<file path="src/rtl/fifo_wr_arbiter_pkg.sv">
// rtl/fifo_wr_arbiter_pkg.sv - shared types and helpers for the FIFO write-port arbiter
package fifo_wr_arb_pkg;

  typedef enum logic {ARB_IDLE, ARB_LOCK} arb_state_t;

  // Index width that never collapses to zero for a single requester.
  function automatic int clog2_min1(input int n);
    return (n > 1) ? $clog2(n) : 1;
  endfunction

endpackage

</file>
<file path="src/rtl/fifo_wr_arbiter_if.sv">
// rtl/fifo_wr_arbiter_if.sv - requester and FIFO write-side bundle for the arbiter
interface fifo_wr_arbiter_if #(
  parameter int NREQ  = 4,
  parameter int DSIZE = 8
);
  import fifo_wr_arb_pkg::*;

  localparam int IDW = clog2_min1(NREQ);

  logic [NREQ-1:0]       req_valid;
  logic [NREQ-1:0]       req_last;
  logic [NREQ*DSIZE-1:0] req_data;
  logic [NREQ-1:0]       req_ready;
  logic                  wfull;
  logic                  awfull;
  logic                  winc;
  logic [DSIZE-1:0]      wdata;
  logic [IDW-1:0]        gnt_id;
  logic                  busy;

  // Requesters plus FIFO flags side.
  modport master (
    output req_valid, req_last, req_data, wfull, awfull,
    input  req_ready, winc, wdata, gnt_id, busy
  );

  // Arbiter side.
  modport slave (
    input  req_valid, req_last, req_data, wfull, awfull,
    output req_ready, winc, wdata, gnt_id, busy
  );
endinterface

</file>
<file path="src/rtl/fifo_wr_arbiter_rr_pick.sv">
// rtl/fifo_wr_arbiter_rr_pick.sv - combinational round-robin picker
module rr_pick
  import fifo_wr_arb_pkg::*;
#(
  parameter int  NREQ = 4,
  localparam int IDW  = clog2_min1(NREQ)
) (
  input  logic [NREQ-1:0] req,
  input  logic [IDW-1:0]  ptr,
  output logic            any,
  output logic [IDW-1:0]  idx
);

  logic [2*NREQ-1:0] dbl;
  logic [NREQ-1:0]   rot;
  int                off;
  int                pos;

  // Rotate the doubled request vector so bit 0 is the requester just after ptr,
  // then take the lowest set bit and map it back to an absolute index.
  always_comb begin
    dbl = {req, req};
    rot = NREQ'(dbl >> (int'(ptr) + 1));
    any = 1'b0;
    off = 0;
    for (int i = NREQ - 1; i >= 0; i--) begin
      if (rot[i]) begin
        any = 1'b1;
        off = i;
      end
    end
    pos = int'(ptr) + 1 + off;
    if (pos >= NREQ) pos = pos - NREQ;
    idx = IDW'(pos);
  end

endmodule

</file>
<file path="src/rtl/fifo_wr_arbiter.sv">
// rtl/fifo_wr_arbiter.sv - round-robin, packet-locked arbiter for the async FIFO write port
module fifo_wr_arbiter
  import fifo_wr_arb_pkg::*;
#(
  parameter int NREQ  = 4,
  parameter int DSIZE = 8
) (
  input  logic              wclk,
  input  logic              wrst,
  fifo_wr_arbiter_if.slave  bus
);

  localparam int IDW = clog2_min1(NREQ);

  arb_state_t       state_q, state_d;
  logic [IDW-1:0]   rr_ptr_q, rr_ptr_d;
  logic [IDW-1:0]   gnt_id_q, gnt_id_d;
  logic             winc_q, winc_d;
  logic [DSIZE-1:0] wdata_q, wdata_d;
  logic             busy_q, busy_d;

  logic             can_accept;
  logic             pick_any;
  logic [IDW-1:0]   pick_idx;
  logic [IDW-1:0]   sel;
  logic [NREQ-1:0]  ready;

  rr_pick #(.NREQ(NREQ)) u_rr_pick (
    .req (bus.req_valid),
    .ptr (rr_ptr_q),
    .any (pick_any),
    .idx (pick_idx)
  );

  // Grant selection, FIFO-space check and next-state for the FSM and output stage.
  always_comb begin
    // The write still in flight would consume the last free slot.
    can_accept = !bus.wfull && !(winc_q && bus.awfull);
    ready      = '0;
    state_d    = state_q;
    rr_ptr_d   = rr_ptr_q;
    gnt_id_d   = gnt_id_q;
    wdata_d    = wdata_q;
    busy_d     = busy_q;
    winc_d     = 1'b0;
    sel        = (state_q == ARB_IDLE) ? pick_idx : gnt_id_q;

    if (state_q == ARB_IDLE) begin
      if (pick_any && can_accept) ready[pick_idx] = 1'b1;
    end else begin
      if (bus.req_valid[gnt_id_q] && can_accept) ready[gnt_id_q] = 1'b1;
    end
    if (wrst) ready = '0;

    if (|ready) begin
      winc_d   = 1'b1;
      wdata_d  = bus.req_data[int'(sel)*DSIZE +: DSIZE];
      gnt_id_d = sel;
      if (state_q == ARB_IDLE) begin
        if (!bus.req_last[sel]) begin
          state_d = ARB_LOCK;
          busy_d  = 1'b1;
        end else begin
          rr_ptr_d = sel;
        end
      end else if (bus.req_last[sel]) begin
        state_d  = ARB_IDLE;
        rr_ptr_d = gnt_id_q;
        busy_d   = 1'b0;
      end
    end
  end

  // State and registered outputs; reset abandons any packet in progress.
  always_ff @(posedge wclk or posedge wrst) begin
    if (wrst) begin
      state_q  <= ARB_IDLE;
      rr_ptr_q <= IDW'(NREQ - 1);
      gnt_id_q <= '0;
      winc_q   <= 1'b0;
      wdata_q  <= '0;
      busy_q   <= 1'b0;
    end else begin
      state_q  <= state_d;
      rr_ptr_q <= rr_ptr_d;
      gnt_id_q <= gnt_id_d;
      winc_q   <= winc_d;
      wdata_q  <= wdata_d;
      busy_q   <= busy_d;
    end
  end

  assign bus.req_ready = ready;
  assign bus.winc      = winc_q;
  assign bus.wdata     = wdata_q;
  assign bus.gnt_id    = gnt_id_q;
  assign bus.busy      = busy_q;

endmodule

</file>
<file path="src/flat_wrapper.sv">
// flat-port wrapper written by rule: the top's interface ports become plain ports
module fifo_wr_arbiter_flat import fifo_wr_arb_pkg::*;
#(
  parameter int NREQ  = 4,
  parameter int DSIZE = 8
)
  (wclk, wrst, bus_req_valid, bus_req_last, bus_req_data, bus_wfull, bus_awfull, bus_req_ready, bus_winc, bus_wdata, bus_gnt_id, bus_busy);
  fifo_wr_arbiter_if #(.NREQ(NREQ), .DSIZE(DSIZE)) bus_i ();
  input  logic wclk;
  input  logic wrst;
  input wire logic [$bits(bus_i.req_valid)-1:0] bus_req_valid;
  input wire logic [$bits(bus_i.req_last)-1:0] bus_req_last;
  input wire logic [$bits(bus_i.req_data)-1:0] bus_req_data;
  input wire logic [$bits(bus_i.wfull)-1:0] bus_wfull;
  input wire logic [$bits(bus_i.awfull)-1:0] bus_awfull;
  output wire logic [$bits(bus_i.req_ready)-1:0] bus_req_ready;
  output wire logic [$bits(bus_i.winc)-1:0] bus_winc;
  output wire logic [$bits(bus_i.wdata)-1:0] bus_wdata;
  output wire logic [$bits(bus_i.gnt_id)-1:0] bus_gnt_id;
  output wire logic [$bits(bus_i.busy)-1:0] bus_busy;
  assign bus_i.req_valid = bus_req_valid;
  assign bus_i.req_last = bus_req_last;
  assign bus_i.req_data = bus_req_data;
  assign bus_i.wfull = bus_wfull;
  assign bus_i.awfull = bus_awfull;
  assign bus_req_ready = bus_i.req_ready;
  assign bus_winc = bus_i.winc;
  assign bus_wdata = bus_i.wdata;
  assign bus_gnt_id = bus_i.gnt_id;
  assign bus_busy = bus_i.busy;
  fifo_wr_arbiter #(.NREQ(NREQ), .DSIZE(DSIZE)) u_core (.wclk(wclk), .wrst(wrst), .bus(bus_i));
endmodule
</file>
<file path="config.mk">
export PLATFORM = sky130hd
export DESIGN_NAME = fifo_wr_arbiter_flat
export DESIGN_NICKNAME = d
export VERILOG_FILES = /design/src/rtl/fifo_wr_arbiter_pkg.sv /design/src/rtl/fifo_wr_arbiter_if.sv /design/src/rtl/fifo_wr_arbiter_rr_pick.sv /design/src/rtl/fifo_wr_arbiter.sv /design/src/flat_wrapper.sv
export SDC_FILE = /design/constraint.sdc
export NUM_CORES = 1
export LEC_CHECK = 0
export CAP_MARGIN = 20
export CORE_AREA = 3 3 75 77
export CTS_BUF_LIST = sky130_fd_sc_hd__clkbuf_4 sky130_fd_sc_hd__clkbuf_8
export CTS_CLUSTER_SIZE = 30
export DETAILED_ROUTE_END_ITERATION = 7
export DIE_AREA = 0 0 78 80
export GPL_ROUTABILITY_DRIVEN = 0
export PLACE_DENSITY_LB_ADDON = 0.05
export SETUP_SLACK_MARGIN = 0.5
export SLEW_MARGIN = 20
export SYNTH_ARGS = -nofsm -noshare
export SYNTH_HDL_FRONTEND = slang
export SYNTH_SLANG_ARGS = --single-unit
</file>
<file path="constraint.sdc">
create_clock -name wclk -period 3.06 [get_ports wclk]
set_input_delay 0.612 -clock wclk [delete_from_list [all_inputs] [get_ports wclk]]
set_output_delay 0.612 -clock wclk [all_outputs]
set_load 0.01 [all_outputs]
</file>
### Yosys cells after proc, flatten, opt, wreduce, memory -nomap -nowiden

Index checks and enable logic that the tools add are counted.

* flip-flop bits (word level): 15
* output and inout bits: 16

* reductions and logical operators: 11
* muxes and demuxes: 30
* magnitude comparators: 6
* shifts and indexed selects: 2
* add/subtract/negate cells: 3
* equality and inequality tests: 2

Operators by type and width (number)
* 2-to-1 mux 32 bit: 3
* adder 4 x 32 -> 32 bit: 1
* >= comparator 32 x 4 -> 1 bit (second input constant): 1
* variable part select 32 x 6 -> 8 bit: 1
* >> shifter 8 x 32 -> 4 bit: 1
* 2-to-1 mux 4 bit: 4
* 2-to-1 mux 1 bit: 13
* 2-to-1 mux 2 bit: 6
* < comparator 2 x 3 -> 1 bit (second input constant): 3
* logical AND 1 bit: 6
* binary-select mux 1 bit (select 2 bit): 2
* demux 1 bit (select 2 bit): 2
* >= comparator 2 x 1 -> 1 bit (second input constant): 2
* OR reduction 4 bit: 1
* adder 2 x 1 -> 3 bit (second input constant): 1
* AND reduction 3 bit: 1
* zero test 1 bit: 2
* inequality test 2 x 1 -> 1 bit (second input constant): 1
* inequality test 2 bit (second input constant): 1
* AND reduction 2 bit: 1
* subtractor 2 x 1 -> 2 bit (second input constant): 1

### Longest topological paths before layout

Gate-level depths: netlist (run 1).

* word-level depth: 18
* gate-level depth with buffers: 16

### Cells and area by module

Synthesis (run 1) repeated with hierarchy kept, for this count alone.

* cell total of the unflattened synthesis: 96
* area total of the unflattened synthesis: 1173.6 um^2

Modules (own cells, without submodules)
* fifo_wr_arbiter: cells each 72, instances 1, area each 999.7 um^2, seq. area each 377.9 um^2
* rr_pick: cells each 24, instances 1, area each 173.9 um^2, seq. area each 0.0 um^2

### Least setup slack after synthesis (run 1)

Ideal clock, no wire load.

* path kind: input -> output
* start: in bus_req_valid[1]
* end: out bus_req_ready[3]
* required time: 2448 ps
* slack: -140 ps
* arrival: 2588 ps
* stages on the path: 9
* path through: buf_4 -> or3_1 -> o221ai_1 -> ha_1 -> xor2_1 -> xnor2_1 -> a31oi_1 -> or2_4 -> o32ai_1

* cells in the longest elaborated chain, start to end: 15
* elaborated cells between the ends (all ways): 26

Ends and longest elaborated chain
* start: declaration: line flat_wrapper.sv:11 `input wire logic [$bits(bus_i.req_valid)-1:0] bus_req_valid;`
* >> shifter 8 x 32 -> 4 bit: line fifo_wr_arbiter_rr_pick.sv:23 `rot = NREQ'(dbl >> (int'(ptr) + 1));`
* 2-to-1 mux 2 bit: line fifo_wr_arbiter_rr_pick.sv:27 `if (rot[i]) begin`
* 2-to-1 mux 32 bit (3 in a row): line fifo_wr_arbiter_rr_pick.sv:27
* adder 4 x 32 -> 32 bit: line fifo_wr_arbiter_rr_pick.sv:32 `pos = int'(ptr) + 1 + off;`
* >= comparator 32 x 4 -> 1 bit or subtractor 2 x 1 -> 2 bit (tied branches): line fifo_wr_arbiter_rr_pick.sv:33 `if (pos >= NREQ) pos = pos - NREQ;`
* 2-to-1 mux 2 bit: line fifo_wr_arbiter_rr_pick.sv:33
* < comparator 2 x 3 -> 1 bit (not written as such) or >= comparator 2 x 1 -> 1 bit (tied branches): line fifo_wr_arbiter.sv:49 `if (pick_any && can_accept) ready[pick_idx] = 1'b1;`
* logical AND 1 bit (not written as such): line fifo_wr_arbiter.sv:49
* 2-to-1 mux 1 bit (not written as such): line fifo_wr_arbiter.sv:49
* demux 1 bit (select 2 bit)
* 2-to-1 mux 4 bit: line fifo_wr_arbiter.sv:49
* 2-to-1 mux 4 bit (*): line fifo_wr_arbiter.sv:48 `if (state_q == ARB_IDLE) begin`
* 2-to-1 mux 4 bit (*): line fifo_wr_arbiter.sv:53 `if (wrst) ready = '0;`
* end: declaration: line flat_wrapper.sv:16 `output wire logic [$bits(bus_i.req_ready)-1:0] bus_req_ready;`

Mark *: on every way between the ends. The rest lies on a longest branch, timed or not. The select of a mux whose other input is x is not followed.

### Worst setup path in the final report (run 1)

* start: in bus_req_valid[0]
* end: out bus_req_ready[2]

The elaborated chain is that of the path after synthesis.

==> results of run 1 <==
==> final cells by class <==
| class | count | share of cell area [%] |
|---|---|---|
| Multi-Input combinational cell | 112 | 36.8 |
| Clock buffer | 4 | 2.02 |
| Tap cell | 70 | 3.62 |
| Timing Repair Buffer | 102 | 41.0 |
| Inverter | 6 | 0.932 |
| Sequential cell | 15 | 15.6 |
==> power by group <==
| group | internal (mW) | total [mW] | leakage, nW | switching [mW] |
|---|---|---|---|---|
| sequential | 0.305 | 0.386 | 0.177 | 0.0817 |
| clock | 0.101 | 0.166 | 0.0262 | 0.0656 |
| combinational | 1.10 | 1.93 | 0.886 | 0.828 |
| total | 1.50 | 2.48 | 1.09 | 0.975 |
==> layer usage <==
layer  global-route usage [%]  part of all wire, %  up-vias
met2                     23.7                   50       42
met3                     2.60                  6.9        2
li1                         -                    -      707
met5                        0                    0        -
met4                     4.72                 0.81        0
met1                     15.3                   42      656
==> state kept, by name, indices dropped and copies added (netlist names) <==
signal / cells
u_core.bus.gnt_id: 2
u_core.bus.busy: 1
u_core.bus.wdata: 8
u_core.state_q: 1
u_core.rr_ptr_q: 2
u_core.bus.winc: 1
==> cell families after synthesis <==
group | count (synthesis) | share of synthesized area (%)
simple gates | 47 | 18.9
compound gates | 40 | 23.0
mux | 22 | 18.5
buf+inv | 17 | 6.93
flops | 15 | 30.3
xor+xnor | 2 | 1.41
fa+ha+maj | 1 | 1.00
==> placed cells by master, fill, tap and decap left out, types with 3 or more instances in the layout <==
cell type	instances
clkdlybuf4s50_1	51
buf_4	32
nand2_1	20
mux2i_1	13
dfrtp_1	13
o21ai_0	10
mux2_2	8
o21ai_2	6
buf_6	6
buf_2	5
inv_1	4
a21o_1	4
o21ai_1	4
nand2_2	4
nor2b_1	3
nand2b_1	3
nor2_1	3
clkbuf_8	3
==> timing repair <==
action                     in CTS  in global routing
cloned                          2                  0
setup buffers                   6                  0
resized for setup              60                  1
pin swaps                      21                  4
setup endpoints to repair      19                 19
==> worst paths after layout <==
path	depth (start not counted)	slack (ns)	to	startpoint
hold / removal	2	0.48	u_core.bus.wdata[3]	u_core.bus.wdata[3]
setup reg to reg	16	0.05	u_core.rr_ptr_q[0]	u_core.rr_ptr_q[0]
setup / recovery	11	-0.11	bus_req_ready[2]	bus_req_valid[0]
max in group asynchronous	2	1.91	u_core.bus.gnt_id[0]	wrst
hold reg to reg	2	0.48	u_core.bus.wdata[3]	u_core.bus.wdata[3]
min in group asynchronous	2	0.77	u_core.bus.busy	wrst
==> critical path: cells and delay by family <==
| kind | cells | cell delay, ns |
|---|---|---|
| AND/OR/NAND/NOR | 3 | 0.59 |
| buffers and inverters | 2 | 0.42 |
| AO/OA/AOI/OAI | 3 | 0.48 |
| adder cells (fa/ha/maj) | 1 | 0.20 |
| XOR/XNOR | 2 | 0.26 |
==> through the flow <==
step	utilization, %	cells	instance area (sq um)	hold slack, ns
after floorplan	-	144	1300	0.512
after global placement	43.0	297	2180	0.468
final	47.6	309	2420	0.481
after CTS	47.6	309	2410	0.484
after global routing	47.6	309	2420	0.499
after detailed placement	43.0	297	2180	0.479
==> synthesized netlist by cell type <==
master	number	area [sq um]
nand2_1	24	90.1
o21ai_0	20	100
mux2i_1	14	140
dfrtp_1	13	325
mux2_2	8	90.1
buf_2	6	30.0
inv_1	6	22.5
a21o_1	4	30.0
nor2_1	4	15.0
nand2b_1	3	18.8
nor2b_1	3	18.8
o32ai_1	3	26.3
buf_4	2	15.0
clkbuf_1	2	7.51
dfstp_2	2	52.6
nor3_1	2	10.0
o221ai_1	2	17.5
o31a_1	2	17.5
a2111oi_4	1	27.5
a211oi_1	1	7.51
a21boi_0	1	7.51
a21boi_2	1	11.3
a22o_1	1	8.76
a31oi_1	1	6.26
and2_1	1	6.26
and3b_1	1	8.76
and4_4	1	11.3
buf_6	1	11.3
ha_1	1	12.5
nand2b_2	1	8.76
nand3_1	1	5.00
nand4_1	1	6.26
nor3b_1	1	7.51
nor4_1	1	6.26
o21bai_1	1	7.51
o22ai_1	1	6.26
o31ai_2	1	12.5
or2_4	1	8.76
or3_1	1	6.26
or4_1	1	7.51
xnor2_1	1	8.76
xor2_1	1	8.76
==> results_dict.tcl, run 1 <==
set metrics [dict create \
    outcome "finished, violations left" \
    violations "negative setup slack" \
    setup_ws_ns -0.112 \
    total_power_mw 2.48 \
    htreeDepth 1 \
    slew_violations 0 \
    relSlewSlack_pct 60.8 \
    syn_inst 144 \
    rsz0062_at_grt "true" \
    cts_hold_buf 0 \
    crit_fanout 6 \
    dr.pass1.iters 4 \
    die_y_um 80 \
    final-hold-violation-count 0 \
    drt-wirelength-per-cell_um 12.4 \
    ant_nets 0 \
    clk_latency_ns 0.24 \
    vias 1407 \
    cp.required_ns 2.45 \
    start_util_pct 24.6 \
    dp_hpwl_mm 2.98 \
    setup_viol 4 \
    pre_cts_ws_ns -0.969 \
    crit_chain "clkdlybuf4s15_2 > nor2_2 > o21ai_0 > o221ai_2 > ha_2 > xor2_1 > xnor2_1 > and4_4 > or2_4 > o32ai_4 > buf_2" \
    cts-root-buf "clkbuf_8" \
    skew_ns 0.00501 \
    ys_seq_elements 15 \
    p_leak_nw 1.09 \
    route.detailed.drc 0 \
    synthesis.nets 189 \
    seq_area_frac_synth_pct 30.3 \
    path_class "in -> out" \
    peakVddDrop_uv 370 \
    multiInputGateArea_sq_um 890 \
    cpPeakStageDelay_ns 0.28 \
    slowest_stage "or2_4" \
    fp-row-count 26 \
    period_minus_slack_ns 3.17 \
    grt_pass1_wl_mm 6.64 \
    first_iter_violations 18 \
    cap_violations 0 \
    nets 285 \
    die_x_um 78 \
    clk_path_buf_depth 2 \
    cts_buffers 3 \
    startpoint_type "input pin" \
    syn_to_final_growth_pct 94.0 \
    p_per_area_mw_per_mm2 1030 \
    endpoint_kind "output pin" \
    postSynthAreaPerCell_sq_um 8.65 \
    cts_tree "done" \
    max_freq_ghz 0.315 \
    ios 60 \
    seqCellArea_sq_um 378 \
    routed_wl_mm 3.84 \
    core_sq_mm 0.00507 \
    grt-ovfl-total 0 \
    grt_max_degree 18 \
    ys_warn_count 0 \
    finalCritPeriodShare_pct 104 \
    routed_via_density 4.55 \
    synth_cell_types 42 \
    cts_sinks 15 \
    fp.dieArea_sq_mm 0.00624 \
    worst_slew_pin_slew_ns 0.587 \
    fillCellCount 513 \
    worstPathArrival_ns 2.56 \
    antennaDiodeCount 0 \
    finalSetupTns_ns -0.360 \
    clkTransAtPathRegs_ns 0.06 \
    synthesis.area_sq_mm 0.00125 \
    drive_gt1_share_pct 38.1 \
    hold_path.class "reg -> reg" \
    grt_pass1_vias 1444 \
    port_buffers 59 \
    grt_antenna_before_repair 0 \
    grtUsageTotal_pct 13.1 \
]
Note: power is estimated with default switching activity, not from simulation.
==> run 2, diff against run 1 <==
CORE_AREA = 2 2 74 76   (was 3 3 75 77)
CTS_BUF_LIST = default   (was sky130_fd_sc_hd__clkbuf_4 sky130_fd_sc_hd__clkbuf_8)
DIE_AREA = 0 0 76 78   (was 0 0 78 80)
==> run 2 against run 1 <==
The flow still finishes with violations (negative setup slack). Via count decreased by 0.21%. First-iteration DRC count increased by 140%. Largest cell class unchanged. Highest routed layer unchanged. Clock power about the same. Die area decreased by 5.0%. Largest power group unchanged. Cell area about the same. Critical endpoint is now bus_req_ready[3]. Power increased by 1.6%.
==> results_dict.tcl, run 2 (synthesis results as in run 1) <==
set metrics [dict create \
    outcome "finished, violations left" \
    violations "negative setup slack" \
    dp_hpwl_mm 3.04 \
    peakVddDrop_uv 507 \
    swShare_pct 40.2 \
    r2r-start "u_core.rr_ptr_q[0]" \
    pwr-share-clk_pct 6.6 \
    htreeDepth 1 \
    path_buf_inv 2 \
    cap_violations 0 \
    clkTransAtPathRegs_ns 0.07 \
    p_leak_nw 1.09 \
    grt_antenna_before_repair 0 \
    die_y_um 78 \
    dr.pass1.iters 2 \
    fp-row-count 26 \
    rsz0062_at_grt "true" \
    worstPathArrival_ns 2.65 \
    max_freq_ghz 0.307 \
    placed_cell_area_sq_mm 0.00219 \
    grt_max_degree 18 \
    core_sq_mm 0.00504 \
    path_delay_family "simple AND/OR/NAND/NOR gates" \
    fillCellCount 490 \
    slowest_stage "dfstp_2" \
    ios 60 \
    crit_fanout 4 \
    first_iter_violations 43 \
    cp.required_ns 2.45 \
    skew_ns 0.00965 \
    multiInputGateArea_sq_um 922 \
    cts-root-buf "clkbuf_8" \
    grt-ovfl-total 0 \
    drt-wirelength-per-cell_um 12.7 \
    p_comb_share_pct 77.7 \
    slew_violations 0 \
    grtUsageTotal_pct 14.3 \
    p_per_area_mw_per_mm2 1040 \
    relSlewSlack_pct 59.9 \
    drive_gt1_share_pct 39.0 \
    cts_tree "done" \
    hold_path.class "reg -> reg" \
    finalCritPeriodShare_pct 107 \
    cts_sinks 15 \
    route.detailed.drc 0 \
    clk_latency_ns 0.25 \
    setup_ws_ns -0.200 \
    total_power_mw 2.52 \
    endpoint_kind "output pin" \
    grt_pass1_vias 1587 \
    cpPeakStageDelay_ns 0.40 \
    nets 282 \
    syn_to_final_growth_pct 94.1 \
    path_class "reg -> out" \
    p_int_mw 1.51 \
    antennaDiodeCount 0 \
    startpoint_type "flop" \
    mostFrequentLayoutCell "clkdlybuf4s50_1" \
    fp.dieArea_sq_mm 0.00593 \
    period_minus_slack_ns 3.26 \
    crit_chain "buf_6 > or3_4 > o221ai_2 > ha_2 > xor2_1 > xnor2_1 > a31oi_1 > or2_4 > o32ai_4 > buf_2" \
    seqCellArea_sq_um 378 \
    postLayoutCellArea_sq_mm 0.00242 \
    port_buffers 59 \
    final-hold-violation-count 0 \
    setup_viol 15 \
    routed_via_density 4.59 \
    die_x_um 76 \
    routed_wl_mm 3.90 \
    most-common-layout-cells "51 x clkdlybuf4s50_1, 26 x buf_4, 19 x nand2_1" \
    largest_reg_flops 8 \
    p_switching_mw 1.01 \
    cts_buffers 3 \
    worst_slew_pin_slew_ns 0.601 \
    vias 1404 \
    postLayoutCoreUtil_pct 48.0 \
    start_util_pct 24.7 \
    ant_nets 0 \
    grt_pass1_wl_mm 7.03 \
    min_from "u_core.bus.wdata[2]" \
    seqPwrFrac_pct 15.7 \
    clk_path_buf_depth 2 \
    crit_start "u_core.rr_ptr_q[0]" \
]
-- run 2: what timing repair did --
item / CTS / global route
setup buffers: 7 / 0
pin swaps: 21 / 7
setup endpoints to repair: 19 / 19
resized for setup: 48 / 17
hold buffers: 0 / 0
cloned: 1 / 0
-- run 2: worst paths after layout --
path / end / slack [ns] / cells past startpoint
worst max-delay path: bus_req_ready[3] / -0.20 / 10
max in group asynchronous: u_core.bus.gnt_id[1] / 1.79 / 3
worst min-delay path: u_core.bus.wdata[2] / 0.48 / 2
worst min register to register: u_core.bus.wdata[2] / 0.48 / 2
worst max register to register: u_core.bus.busy / -0.05 / 14
min in group asynchronous: u_core.bus.winc / 0.87 / 3
-- run 2: worst min-delay path: cells and delay by family (launching register included) --
family	cells	cell delay [ns]
and+or+nand+nor	1	0.06
DFF	1	0.35
AOI/OAI and AO/OA	1	0.05
-- run 2: power by group through the flow --
stage	combinational [mW]	sequential [mW]	clock (mW)
after detailed placement	1.65	0.382	0
after CTS	1.92	0.383	0.171
after global placement	1.63	0.384	0
after floorplan	0.936	0.395	0
final	1.96	0.395	0.167
after global routing	2.13	0.414	0.181
-- run 2: metrics by stage --
stage               worst slack, ns  instances  TNS, ns  hold WS (ns)
floorplan                    0.0117        144        0         0.512
global placement             -0.918        294   -12.89         0.467
detailed placement           -0.962        294   -14.01         0.478
CTS                          -0.209        306    -2.08         0.481
global route                 -0.332        306    -3.82         0.523
finish                       -0.200        306   -0.976         0.484
-- run 2: per-layer routing --
layer	track usage [%]	wire, um
met2	27.8	2100
met3	2.44	204
met1	15.7	1550
met5	0	0
met4	4.91	45
-- run 2: area by class of cell --
class | count | share of cell area, %
clock buffer | 3 | 1.71
clock inverter | 1 | 0.207
inverter | 6 | 0.931
multi-input combinational | 112 | 38.1
sequential | 15 | 15.6
tap | 70 | 3.62
timing repair buffer | 99 | 39.8
